===== src/rtl/lms_tx.sv =====
// LMS TX serialiser: buffers packed {I,Q} samples in a small FIFO and drives
// them onto the 12-bit TX bus as interleaved I/Q words, one word per clock.
module lms_tx #(
  parameter int FIFO_AW        = 2,
  parameter bit UNDERFLOW_ZERO = 1'b1
) (
  input  logic               mclk_tx,
  input  logic               rst,
  input  logic [23:0]        data_Ih_Ql,
  input  logic               data_valid,
  output logic               data_ready,
  input  logic               en_tx,
  output logic [11:0]        dio_tx,
  output logic               iqsel_tx,
  output logic               txen_tx,
  output logic [FIFO_AW:0]   fifo_level,
  output logic [15:0]        underflow_cnt
);

  localparam int DATA_W = 12;
  localparam int DEPTH  = 1 << FIFO_AW;
  localparam logic [FIFO_AW:0] DEPTH_L = DEPTH[FIFO_AW:0];

  typedef enum logic [1:0] {IDLE, PH_I, PH_Q} state_t;

  function automatic logic [15:0] sat_inc(input logic [15:0] v);
    return (v == 16'hFFFF) ? v : v + 16'd1;
  endfunction

  logic [23:0]              mem_q [DEPTH];
  logic [FIFO_AW-1:0]       wr_ptr_q, wr_ptr_d, rd_ptr_q, rd_ptr_d;
  logic [FIFO_AW:0]         level_q, level_d;
  logic                     ready_q, ready_d;
  state_t                   state_q, state_d;
  logic signed [DATA_W-1:0] hold_i_q, hold_i_d, hold_q_q, hold_q_d;
  logic signed [DATA_W-1:0] dio_q, dio_d;
  logic                     iqsel_q, iqsel_d, txen_q, txen_d;
  logic [15:0]              underflow_cnt_q, underflow_cnt_d;
  logic                     push, pop, empty;
  logic [23:0]              head;

  always_comb begin
    state_d         = state_q;
    hold_i_d        = hold_i_q;
    hold_q_d        = hold_q_q;
    dio_d           = dio_q;
    iqsel_d         = iqsel_q;
    underflow_cnt_d = underflow_cnt_q;
    pop             = 1'b0;
    head            = mem_q[rd_ptr_q];
    empty           = (level_q == '0);
    push            = data_valid && ready_q;

    // The state names the word currently on the bus; each decision picks the next word.
    case (state_q)
      IDLE: begin
        dio_d   = '0;
        iqsel_d = 1'b1;
        if (en_tx && !empty) begin
          pop      = 1'b1;
          hold_i_d = head[23:12];
          hold_q_d = head[11:0];
          dio_d    = head[23:12];
          iqsel_d  = 1'b0;
          state_d  = PH_I;
        end
      end
      PH_I: begin
        dio_d   = hold_q_q;
        iqsel_d = 1'b1;
        state_d = PH_Q;
      end
      PH_Q: begin
        if (!en_tx) begin
          dio_d   = '0;
          iqsel_d = 1'b1;
          state_d = IDLE;
        end else if (!empty) begin
          pop      = 1'b1;
          hold_i_d = head[23:12];
          hold_q_d = head[11:0];
          dio_d    = head[23:12];
          iqsel_d  = 1'b0;
          state_d  = PH_I;
        end else begin
          if (UNDERFLOW_ZERO) begin
            hold_i_d = '0;
            hold_q_d = '0;
          end
          dio_d           = hold_i_d;
          iqsel_d         = 1'b0;
          underflow_cnt_d = sat_inc(underflow_cnt_q);
          state_d         = PH_I;
        end
      end
      default: begin
        dio_d   = '0;
        iqsel_d = 1'b1;
        state_d = IDLE;
      end
    endcase

    wr_ptr_d = push ? wr_ptr_q + 1'b1 : wr_ptr_q;
    rd_ptr_d = pop  ? rd_ptr_q + 1'b1 : rd_ptr_q;
    case ({push, pop})
      2'b10:   level_d = level_q + 1'b1;
      2'b01:   level_d = level_q - 1'b1;
      default: level_d = level_q;
    endcase
    ready_d = (level_d != DEPTH_L);
    txen_d  = (state_d != IDLE);
  end

  always_ff @(posedge mclk_tx) begin
    if (push) mem_q[wr_ptr_q] <= data_Ih_Ql;
  end

  always_ff @(posedge mclk_tx) begin
    if (rst) begin
      wr_ptr_q        <= '0;
      rd_ptr_q        <= '0;
      level_q         <= '0;
      ready_q         <= 1'b1;
      state_q         <= IDLE;
      hold_i_q        <= '0;
      hold_q_q        <= '0;
      dio_q           <= '0;
      iqsel_q         <= 1'b1;
      txen_q          <= 1'b0;
      underflow_cnt_q <= '0;
    end else begin
      wr_ptr_q        <= wr_ptr_d;
      rd_ptr_q        <= rd_ptr_d;
      level_q         <= level_d;
      ready_q         <= ready_d;
      state_q         <= state_d;
      hold_i_q        <= hold_i_d;
      hold_q_q        <= hold_q_d;
      dio_q           <= dio_d;
      iqsel_q         <= iqsel_d;
      txen_q          <= txen_d;
      underflow_cnt_q <= underflow_cnt_d;
    end
  end

  assign data_ready    = ready_q;
  assign dio_tx        = dio_q;
  assign iqsel_tx      = iqsel_q;
  assign txen_tx       = txen_q;
  assign fifo_level    = level_q;
  assign underflow_cnt = underflow_cnt_q;

endmodule


===== config.mk =====
export PLATFORM = sky130hd
export DESIGN_NAME = lms_tx
export DESIGN_NICKNAME = d
export VERILOG_FILES = /design/src/rtl/lms_tx.sv
export SDC_FILE = /design/constraint.sdc
export NUM_CORES = 1
export LEC_CHECK = 0
export CORE_AREA = 3 3 110 112
export DETAILED_ROUTE_END_ITERATION = 10
export DIE_AREA = 0 0 113 115
export GPL_TIMING_DRIVEN = 0
export PLACE_DENSITY = 0.75
export SLEW_MARGIN = 20
export SYNTH_ARGS = -nofsm -noshare
export SYNTH_HDL_FRONTEND = slang
export SYNTH_SLANG_ARGS = --single-unit

===== constraint.sdc =====
create_clock -name mclk_tx -period 1.95 [get_ports mclk_tx]
set_input_delay 0.39 -clock mclk_tx [delete_from_list [all_inputs] [get_ports mclk_tx]]
set_output_delay 0.39 -clock mclk_tx [all_outputs]
set_load 0.03 [all_outputs]

**After elaboration in Yosys (flattened, before gate mapping)**

Memories as Yosys holds them, arrays and structs flattened. A register that Yosys moved wholly into a read port is not among the register bits.
Cells that the tools add are included.

- Input bits: 28
- Register bits after elaboration: 52
- Logic and storage cells: 57
- Output and inout bits: 34
- Memories: 1
- Bits in writable memories: 96

- Bitwise operators: 1
- Eq/ne operators: 8
- Multiplexer cells: 23
- Add/sub/neg operators: 5
- Reductions and logical operators: 9

Memories:

| memory | depth | width | rd ports | clocked after memory_dff | write ports | line | source |
|---|---|---|---|---|---|---|---|
| mem_q | 4 | 24 | 1 | 1 | 1 | 30 | `logic [23:0] mem_q [DEPTH];` |

Operators with widths:

| cell | count |
|---|---|
| $mux W12 | 6 |
| $pmux W12 S3 | 1 |
| $pmux W12 S2 | 1 |
| $add A16 B1 Y16 const B | 1 |
| $eq A16 B16 Y1 const B | 1 |
| $mux W1 | 8 |
| $mux W2 | 3 |
| $pmux W2 S3 | 1 |
| $pmux W3 S2 | 1 |
| $add A2 B1 Y2 const B | 2 |
| $eq A2 B1 Y1 const B | 2 |
| $eq A2 B2 Y1 const B | 2 |
| $ne A2 B2 Y1 const B | 2 |
| $pmux W1 S2 | 2 |
| $reduce_and A4 Y1 | 1 |
| $reduce_bool A2 Y1 | 2 |
| $add A3 B1 Y3 const B | 1 |
| $logic_not A3 Y1 | 1 |
| $ne A3 B3 Y1 const B | 1 |
| $reduce_and A3 Y1 | 1 |
| $sub A3 B1 Y3 const B | 1 |
| $logic_and A1 B1 Y1 | 2 |
| $logic_not A2 Y1 | 1 |
| $logic_not A1 Y1 | 1 |
| $not A1 Y1 | 1 |

**Depth between registers and ports, before layout**

Gate-level depths: netlist (run 1).

- Depth after elaboration: 8
- Depth in mapped cells: 9

**Worst setup path before layout (run 1)**

No wires, ideal clock.

- Path kind: flip-flop to flip-flop
- Start: register level_q[0], in the netlist fifo_level[0]
- End: register ready_q, in the netlist data_ready
- Stages on the path, launching flop included: 10
- Setup time: 0.127 ns
- Arrival time: 2.236 ns
- Buffers on the path: 0
- Data required time: 1.823 ns
- Path slack: -0.413 ns
- Cell sequence: dfxtp_1 > or3_4 > and2_0 > ha_1 > inv_1 > fa_1 > xor2_1 > nor2_1 > xnor2_1 > or3_1

- Longest elaborated chain between the ends: 8

RTL lines:

| item | line | source |
|---|---|---|
| start, declared | 32 | `logic [FIFO_AW:0] level_q, level_d;` |
| start signal, assigned | 134 | `level_q <= level_d;` |
| $logic_not A3 Y1 * | 51 | `empty = (level_q == '0);` |
| $logic_not A1 Y1 | - |  |
| $logic_and A1 B1 Y1 | 59 | `if (en_tx && !empty) begin` |
| $mux W1 | 59 |  |
| $pmux W1 S2 * | 55 | `case (state_q)` |
| net pop | 39 | `logic push, pop, empty;` |
| $eq A2 B1 Y1 or $eq A2 B2 Y1 (tied branches) | 105 | `case ({push, pop})` |
| $pmux W3 S2 * | 105 |  |
| $ne A3 B3 Y1 * | 110 | `ready_d = (level_d != DEPTH_L);` |
| end signal, assigned | 135 | `ready_q <= ready_d;` |
| end, declared | 33 | `logic ready_q, ready_d;` |

The timed path passes the listed nets; every way through them passes the cells marked *.
A chain may end at the register's enable or synchronous reset.

**Final worst setup path (run 1)**

- Start: register level_q[1], in the netlist fifo_level[1]
- End: register ready_q, in the netlist data_ready

Same word-level chain as after synthesis.

==> results of run 1 <==
power breakdown:
group / internal, mW / leakage (nW) / switching, mW
Clock: 1.79 / 0.272 / 1.34
Combinational: 1.05 / 0.888 / 1.03
Sequential: 3.82 / 1.32 / 0.203
registers in the layout, summed over array words and instances, names as in the netlist, named ones only:
name and cells:
data_ready 1, dio_tx 12, fifo_level 3, hold_q_q 12
iqsel_tx 1, mem_q 96, rd_ptr_q 2, state_q 2
txen_tx 1, underflow_cnt 16, wr_ptr_q 2
metrics by stage:
stage | instances | setup WS, ns | util [%] | hold slack (ns) | setup TNS (ns)
floorplan | 330 | -0.1304 | - | 0.4426 | -0.2065
global placement | 534 | -0.6627 | 56.17 | 0.4633 | -64.94
detailed placement | 534 | -0.7164 | 56.21 | 0.4706 | -22.05
CTS | 568 | -0.2112 | 61.91 | 0.4893 | -0.4691
global route | 573 | -0.3174 | 62.74 | 0.5080 | -1.803
finish | 573 | -0.2214 | 62.74 | 0.4963 | -0.6054
kinds of logic after synthesis:
| kind of cell | synth area share, % |
|---|---|
| xor gates and xnor gates | 3.010 |
| buffers and inverters | 1.607 |
| and+or+nand+nor | 7.017 |
| muxes | 9.778 |
| AOI/OAI and AO/OA | 5.161 |
| adders and majority gates | 1.720 |
| DFF | 71.71 |
path summary, 6_finish.rpt:
kind	start	end	slack [ns]	cells past startpoint
setup reg to reg	fifo_level[1]$_SDFF_PP0_	data_ready$_SDFF_PP1_	-0.22	9
hold / removal	hold_q_q[0]$_SDFFE_PP0P_	hold_q_q[0]$_SDFFE_PP0P_	0.50	1
hold reg to reg	hold_q_q[0]$_SDFFE_PP0P_	hold_q_q[0]$_SDFFE_PP0P_	0.50	1
setup / recovery	fifo_level[1]$_SDFF_PP0_	data_ready$_SDFF_PP1_	-0.22	9
final cells by class:
class                      instances  area [um^2]  area share (%)
buffer                            12        78.83           1.110
clock buffer                      18        429.2           6.042
clock inverter                    14        137.6           1.938
inverter                           6        22.52          0.3171
multi-input combinational        159         1588           22.35
sequential                       150         3979           56.02
tap                              143        178.9           2.519
timing repair buffer              71        689.4           9.706
layer usage:
layer  track usage (%)  vias up
li1                  -     1458
met3             4.368       14
met5                 0        -
met2             30.09      105
met4             7.692        0
met1             21.47     1586
synth_stat cells (3+ instances only):
| cell type | n | area, um^2 |
|---|---|---|
| edfxtp_1 | 96 | 2883 |
| dfxtp_1 | 54 | 1081 |
| a22o_1 | 24 | 210.2 |
| mux4_2 | 24 | 540.5 |
| nor2_1 | 22 | 82.58 |
| clkbuf_1 | 11 | 41.29 |
| xnor2_1 | 11 | 96.34 |
| nand3_1 | 8 | 40.04 |
| xor2_1 | 8 | 70.07 |
| nand2_1 | 7 | 26.28 |
| and3_1 | 6 | 37.54 |
| ha_1 | 6 | 75.07 |
| inv_1 | 6 | 22.52 |
| a21oi_1 | 5 | 25.02 |
| nand4_1 | 4 | 25.02 |
| nor4_1 | 4 | 25.02 |
| o21ai_0 | 4 | 20.02 |
| buf_1 | 3 | 11.26 |
| nor2b_1 | 3 | 18.77 |
| nor3_1 | 3 | 15.01 |
repair_timing:
action / CTS / global route
setup endpoints to repair: 34 / 38
hold buffers: 0 / 0
buffers inserted: 4 / 6
cloned: 0 / 0
pin swaps: 5 / 10
gates resized for setup: 21 / 17
==> flow_summary_export.csv, run 1 <==
group,metric,value,unit
timing,finalMaxSlewViolations,0,
status,violations,"negative setup slack",
drt,routed-wl-met3,620,um
setup_path,crit_buf_inv,1,
final_layout,final_common_cell,"edfxtp_1",
clock_tree,htreeDepth,4,
drt,routed_via_density,5.520,
global_routing,antenna_found_initial,0,
global_routing,grt_pass1_vias,3272,
power_and_ir_drop,vdd_drop_max,0.8742,mV
final_layout,areaGrowthSynthToFinish,28.50,%
clock_tree,clockBufferDepth,2,
drt,routed.top_layer,"met4",
min_path,hold_class,"flip-flop to flip-flop",
placed_design,gp_congestion,0.7619,
yosys,syn-num-nets,365,
timing,worst_slack,-0.2214,ns
yosys,async_flop_share,0,%
clock_tree,cts.reportedPaths.clkPinSlew,0.06,ns
setup_path,crit_chain,"or3_4 > and2_4 > ha_4 > inv_2 > fa_2 > xor2_1 > nor2_1 > xnor2_1 > or3_1",
floorplanning,die_x,113,um
setup_path,critPathMaxFanout,4,
timing,finalHoldViolCount,0,
final_layout,fillers,812,
drt,drtAntennaViolNets,0,
placed_design,dpl-instance-area,6364,um^2
yosys,netlist_area,5528,um^2
global_routing,overflow,0,
timing,period_needed,2.171,ns
setup_path,cp-end-kind,"flip-flop",
setup_path,cpPeakStageDelay,0.42,ns
final_layout,antennaDiodeCount,0,
job,cap_violations,0,
final_layout,drive_gt1_share,25.12,%
power_and_ir_drop,powerDensity,1300,nW/um^2
floorplanning,die_h,115,um
drt,wl_met2,5.616,mm
timing,max_freq,0.4605,GHz
drt,drt-initial-drc-count,217,
clock_tree,root_buffer,"clkbuf_16",
final_layout,layout.nets,452,
yosys,avgSynthCellArea,16.75,um^2
placed_design,dp_hpwl,6.524,mm
yosys,synth-seq-cells,150,
clock_tree,clkLatencyLatePin,0.41,ns
timing,setup_viol_count_final,6,
drt,drt_wl_total,10.82,mm
setup_path,worst-setup-path-type,"flip-flop to flip-flop",
final_layout,layout_common_cells,"edfxtp_1, clkdlybuf4s50_1, dfxtp_1, mux4_2, a22o_1",
setup_path,crit_family,"simple AND/OR/NAND/NOR gates",
placed_design,portBuffers,61,
clock_tree,cts_tree,"yes",
yosys,ys_warn_count,0,
drt,drc_errors,0,
floorplanning,die-area,13000,um^2
drt,wl_per_cell,18.89,um
floorplanning,initial_utilization,48.83,%
clock_tree,clock_sinks,150,
yosys,syn_inst,330,
final_layout,finalInstanceArea,7103,um^2
global_routing,grt_pass1_wl,17.19,mm
floorplanning,core_region_area,11320,um^2
global_routing,grt.total_usage,17.63,%
setup_path,worst_ep_arrival_time,2.46,ns
drt,first_pass_iters,4,
setup_path,cp.required,2.24,ns
drt,wl_met1,4.421,mm
power_and_ir_drop,p_leak,2.485,nW
drt,num_vias,3163,
floorplanning,io_pins,62,
yosys,yosysSeqAreaShare,71.71,%
power_and_ir_drop,finalPower,9.235,mW
timing,tightestPinTransition,0.6887,ns
timing,slew_headroom,54.08,%
floorplanning,rows,39,
setup_path,startpoint_type,"flip-flop",
yosys,yosysUniqueCellTypes,35,
global_routing,grt_max_degree,25,
setup_path,crit_slowest_cell,"or3_4",
timing,final.period_utilization,111.4,%
yosys,synth_ff_type,"edfxtp_1",
timing,finalClockSkew,0.01225,ns
status,status,"finished with violations",
timing,rsz0062_at_grt,"true",
clock_tree,cts-buffers-inserted,17,
yosys,synth_edf_count,96,
No activity file was read; power rests on OpenSTA's default activity.
==> inputs of run 2 (changes only) <==
--- a/config.mk
+++ b/config.mk
@@ -9,8 +9,7 @@
 export DETAILED_ROUTE_END_ITERATION = 10
 export DIE_AREA = 0 0 113 115
 export GPL_TIMING_DRIVEN = 0
-export PLACE_DENSITY = 0.75
-export SLEW_MARGIN = 20
+export PLACE_DENSITY = 0.73
 export SYNTH_ARGS = -nofsm -noshare
 export SYNTH_HDL_FRONTEND = slang
 export SYNTH_SLANG_ARGS = --single-unit
==> constraint.sdc (replaced) <==
create_clock -name mclk_tx -period 2.5 [get_ports mclk_tx]
set_input_delay 0.5 -clock mclk_tx [delete_from_list [all_inputs] [get_ports mclk_tx]]
set_output_delay 0.5 -clock mclk_tx [all_outputs]
set_load 0.03 [all_outputs]
==> run 2 against run 1 <==
Against the previous run: the flow now finishes without violations; routed wire length down 7.1%; flip-flop and latch count unchanged; worst setup slack better by 0.37 ns; via count down 3.1%; sequential share of layout area up 1.4 points; combinational power down 30%; final cell count down 1.2%; critical path depth up 1; register-to-register slack better by 0.43 ns; clock power down 21%; total power down 24%; non-clock buffer count down 7; critical endpoint unchanged; largest cell class unchanged.
==> flow_summary_export.csv, run 2 (synthesis gave the netlist of run 1 again) <==
group,metric,value,unit
setup_path,worst_ep_arrival_time,2.65,ns
power_and_ir_drop,p_int,5.150,mW
timing,period_needed,2.356,ns
timing,setup_viol_count_final,0,
timing,max_freq,0.4244,GHz
floorplanning,core_region_area,11320,um^2
placed_design,place_inst,534,
setup_path,cpPeakStageDelay,0.49,ns
drt,drt-initial-drc-count,294,
clock_tree,htreeDepth,4,
floorplanning,die-area,13000,um^2
global_routing,grt_pass1_wl,16.31,mm
final_layout,largest_register,"mem_q",
power_and_ir_drop,p_comb_share,20.6,%
final_layout,antennaDiodeCount,0,
clock_tree,cts.reportedPaths.clkPinSlew,0.06,ns
timing,rsz0062_at_grt,"true",
setup_path,crit_family,"simple AND/OR/NAND/NOR gates",
clock_tree,root_buffer,"clkbuf_16",
setup_path,startpoint_type,"input pin",
timing,tightestPinTransition,1.369,ns
floorplanning,die_h,115,um
setup_path,cp-end-kind,"flip-flop",
drt,first_pass_iters,4,
timing,finalHoldViolCount,0,
power_and_ir_drop,clock_power_share,35.2,%
floorplanning,rows,39,
setup_path,critPathMaxFanout,4,
placed_design,gp_congestion,0.7560,
drt,wl_per_cell,17.76,um
setup_path,cp.required,2.79,ns
power_and_ir_drop,seq_power_share,44.2,%
clock_tree,cts-buffers-inserted,17,
global_routing,antenna_found_initial,0,
final_layout,areaGrowthSynthToFinish,24.88,%
global_routing,grt_pass1_vias,3112,
timing,finalClockSkew,0.009644,ns
floorplanning,die_x,113,um
placed_design,portBuffers,61,
power_and_ir_drop,vdd_drop_max,0.6943,mV
global_routing,overflow,0,
clock_tree,cts_tree,"yes",
setup_path,crit_slowest_cell,"clkdlybuf4s50_1",
floorplanning,initial_utilization,48.83,%
clock_tree,clock_sinks,150,
drt,num_vias,3066,
setup_path,crit_buf_inv,2,
floorplanning,io_pins,62,
final_layout,final_common_cell,"edfxtp_1",
timing,slew_headroom,8.747,%
final_layout,layout_common_cells,"edfxtp_1, clkdlybuf4s50_1, dfxtp_1, mux4_2, a22o_1",
clock_tree,postCtsSetupBuffers,0,
power_and_ir_drop,p_leak,2.303,nW
global_routing,grt_max_degree,25,
min_path,hold_class,"flip-flop to flip-flop",
final_layout,drive_gt1_share,14.66,%
power_and_ir_drop,powerDensity,1019,nW/um^2
final_layout,largest_reg_flops,96,
global_routing,grt.total_usage,16.89,%
final_layout,fin_cells,566,
setup_path,crit_chain,"clkdlybuf4s50_1 > nor2b_2 > and2_4 > ha_1 > inv_1 > fa_1 > xor2_1 > nor2_1 > xnor2_1 > or3_1",
timing,final.period_utilization,94.24,%
clock_tree,clockBufferDepth,2,
drt,drc_errors,0,
final_layout,layout.nets,445,
clock_tree,clkLatencyLatePin,0.41,ns
drt,routed_via_density,5.417,
drt,drtAntennaViolNets,0,
job,cap_violations,0,
drt,drt_wl_total,10.05,mm
setup_path,worst-setup-path-type,"input pin to flip-flop",
timing,finalMaxSlewViolations,0,
power_and_ir_drop,p_sw,1.885,mW
status,status,"complete, no violations",
power_and_ir_drop,finalPower,7.035,mW
final_layout,fillers,863,
placed_design,dp_hpwl,6.281,mm
power_and_ir_drop,netSwitchingFraction,26.80,%
[run 2: cell count changes in the layout (fill, tap and decap cells not counted), moves of 5 or more]
cell	before	now
dlygate4sd2_1	5	0
clkdlybuf4s50_1	52	61
buf_4	12	0
clkbuf_1	3	13
dfxtp_1	46	54
dfxtp_2	6	0
[run 2: what timing repair did]
action                     in CTS  in global routing
hold buffers                    0                  0
setup endpoints to repair       1                 11
gates resized for setup         1                  4
[run 2: cell type report]
cell class | instances | area (um^2) | share of cell area [%]
buffer | 15 | 67.56 | 0.9788
clock buffer | 19 | 432.9 | 6.272
clock inverter | 13 | 146.4 | 2.121
inverter | 6 | 22.52 | 0.3263
multi-input combinational | 159 | 1480 | 21.44
sequential | 150 | 3964 | 57.42
tap | 143 | 178.9 | 2.592
timing repair buffer | 61 | 610.6 | 8.845
[run 2: power groups by stage]
stage	clock, mW	combinational, mW	sequential, mW
global placement	0	1.44	3.14
CTS	2.51	1.47	3.11
detailed placement	0	1.46	3.16
finish	2.48	1.45	3.11
global route	2.64	1.60	3.14
floorplan	0	0.884	3.26
[run 2: path summary, 6_finish.rpt]
path | start | end | slack (ns) | cells after the start
worst max-delay path | en_tx | data_ready$_SDFF_PP1_ | 0.14 | 10
worst min-delay path | hold_q_q[4]$_SDFFE_PP0P_ | hold_q_q[4]$_SDFFE_PP0P_ | 0.49 | 1
worst min register to register | hold_q_q[4]$_SDFFE_PP0P_ | hold_q_q[4]$_SDFFE_PP0P_ | 0.49 | 1
worst max register to register | flip-flop | dio_tx[11]$_SDFF_PP0_ | 0.21 | 4
[run 2: layer usage]
layer	global-route usage, %	vias up	wire length, um
li1	-	1440	-
met3	5.316	9	519
met5	0	-	0
met1	21.38	1535	4383
met4	6.731	0	96
met2	27.41	82	5051
[run 2: through the flow]
stage / setup TNS [ns] / hold WS (ns) / utilization (%) / setup slack (ns) / area, um^2
final: 0 / 0.4890 / 60.97 / 0.1440 / 6903
after detailed placement: -12.25 / 0.4695 / 55.80 / -0.4570 / 6317
after CTS: 0 / 0.4838 / 60.92 / 0.03616 / 6897
after global routing: -0.02826 / 0.5074 / 60.97 / -0.02826 / 6903
after global placement: -10.41 / 0.4632 / 55.80 / -0.3945 / 6317
after floorplan: 0 / 0.4426 / - / 0.1375 / 5528
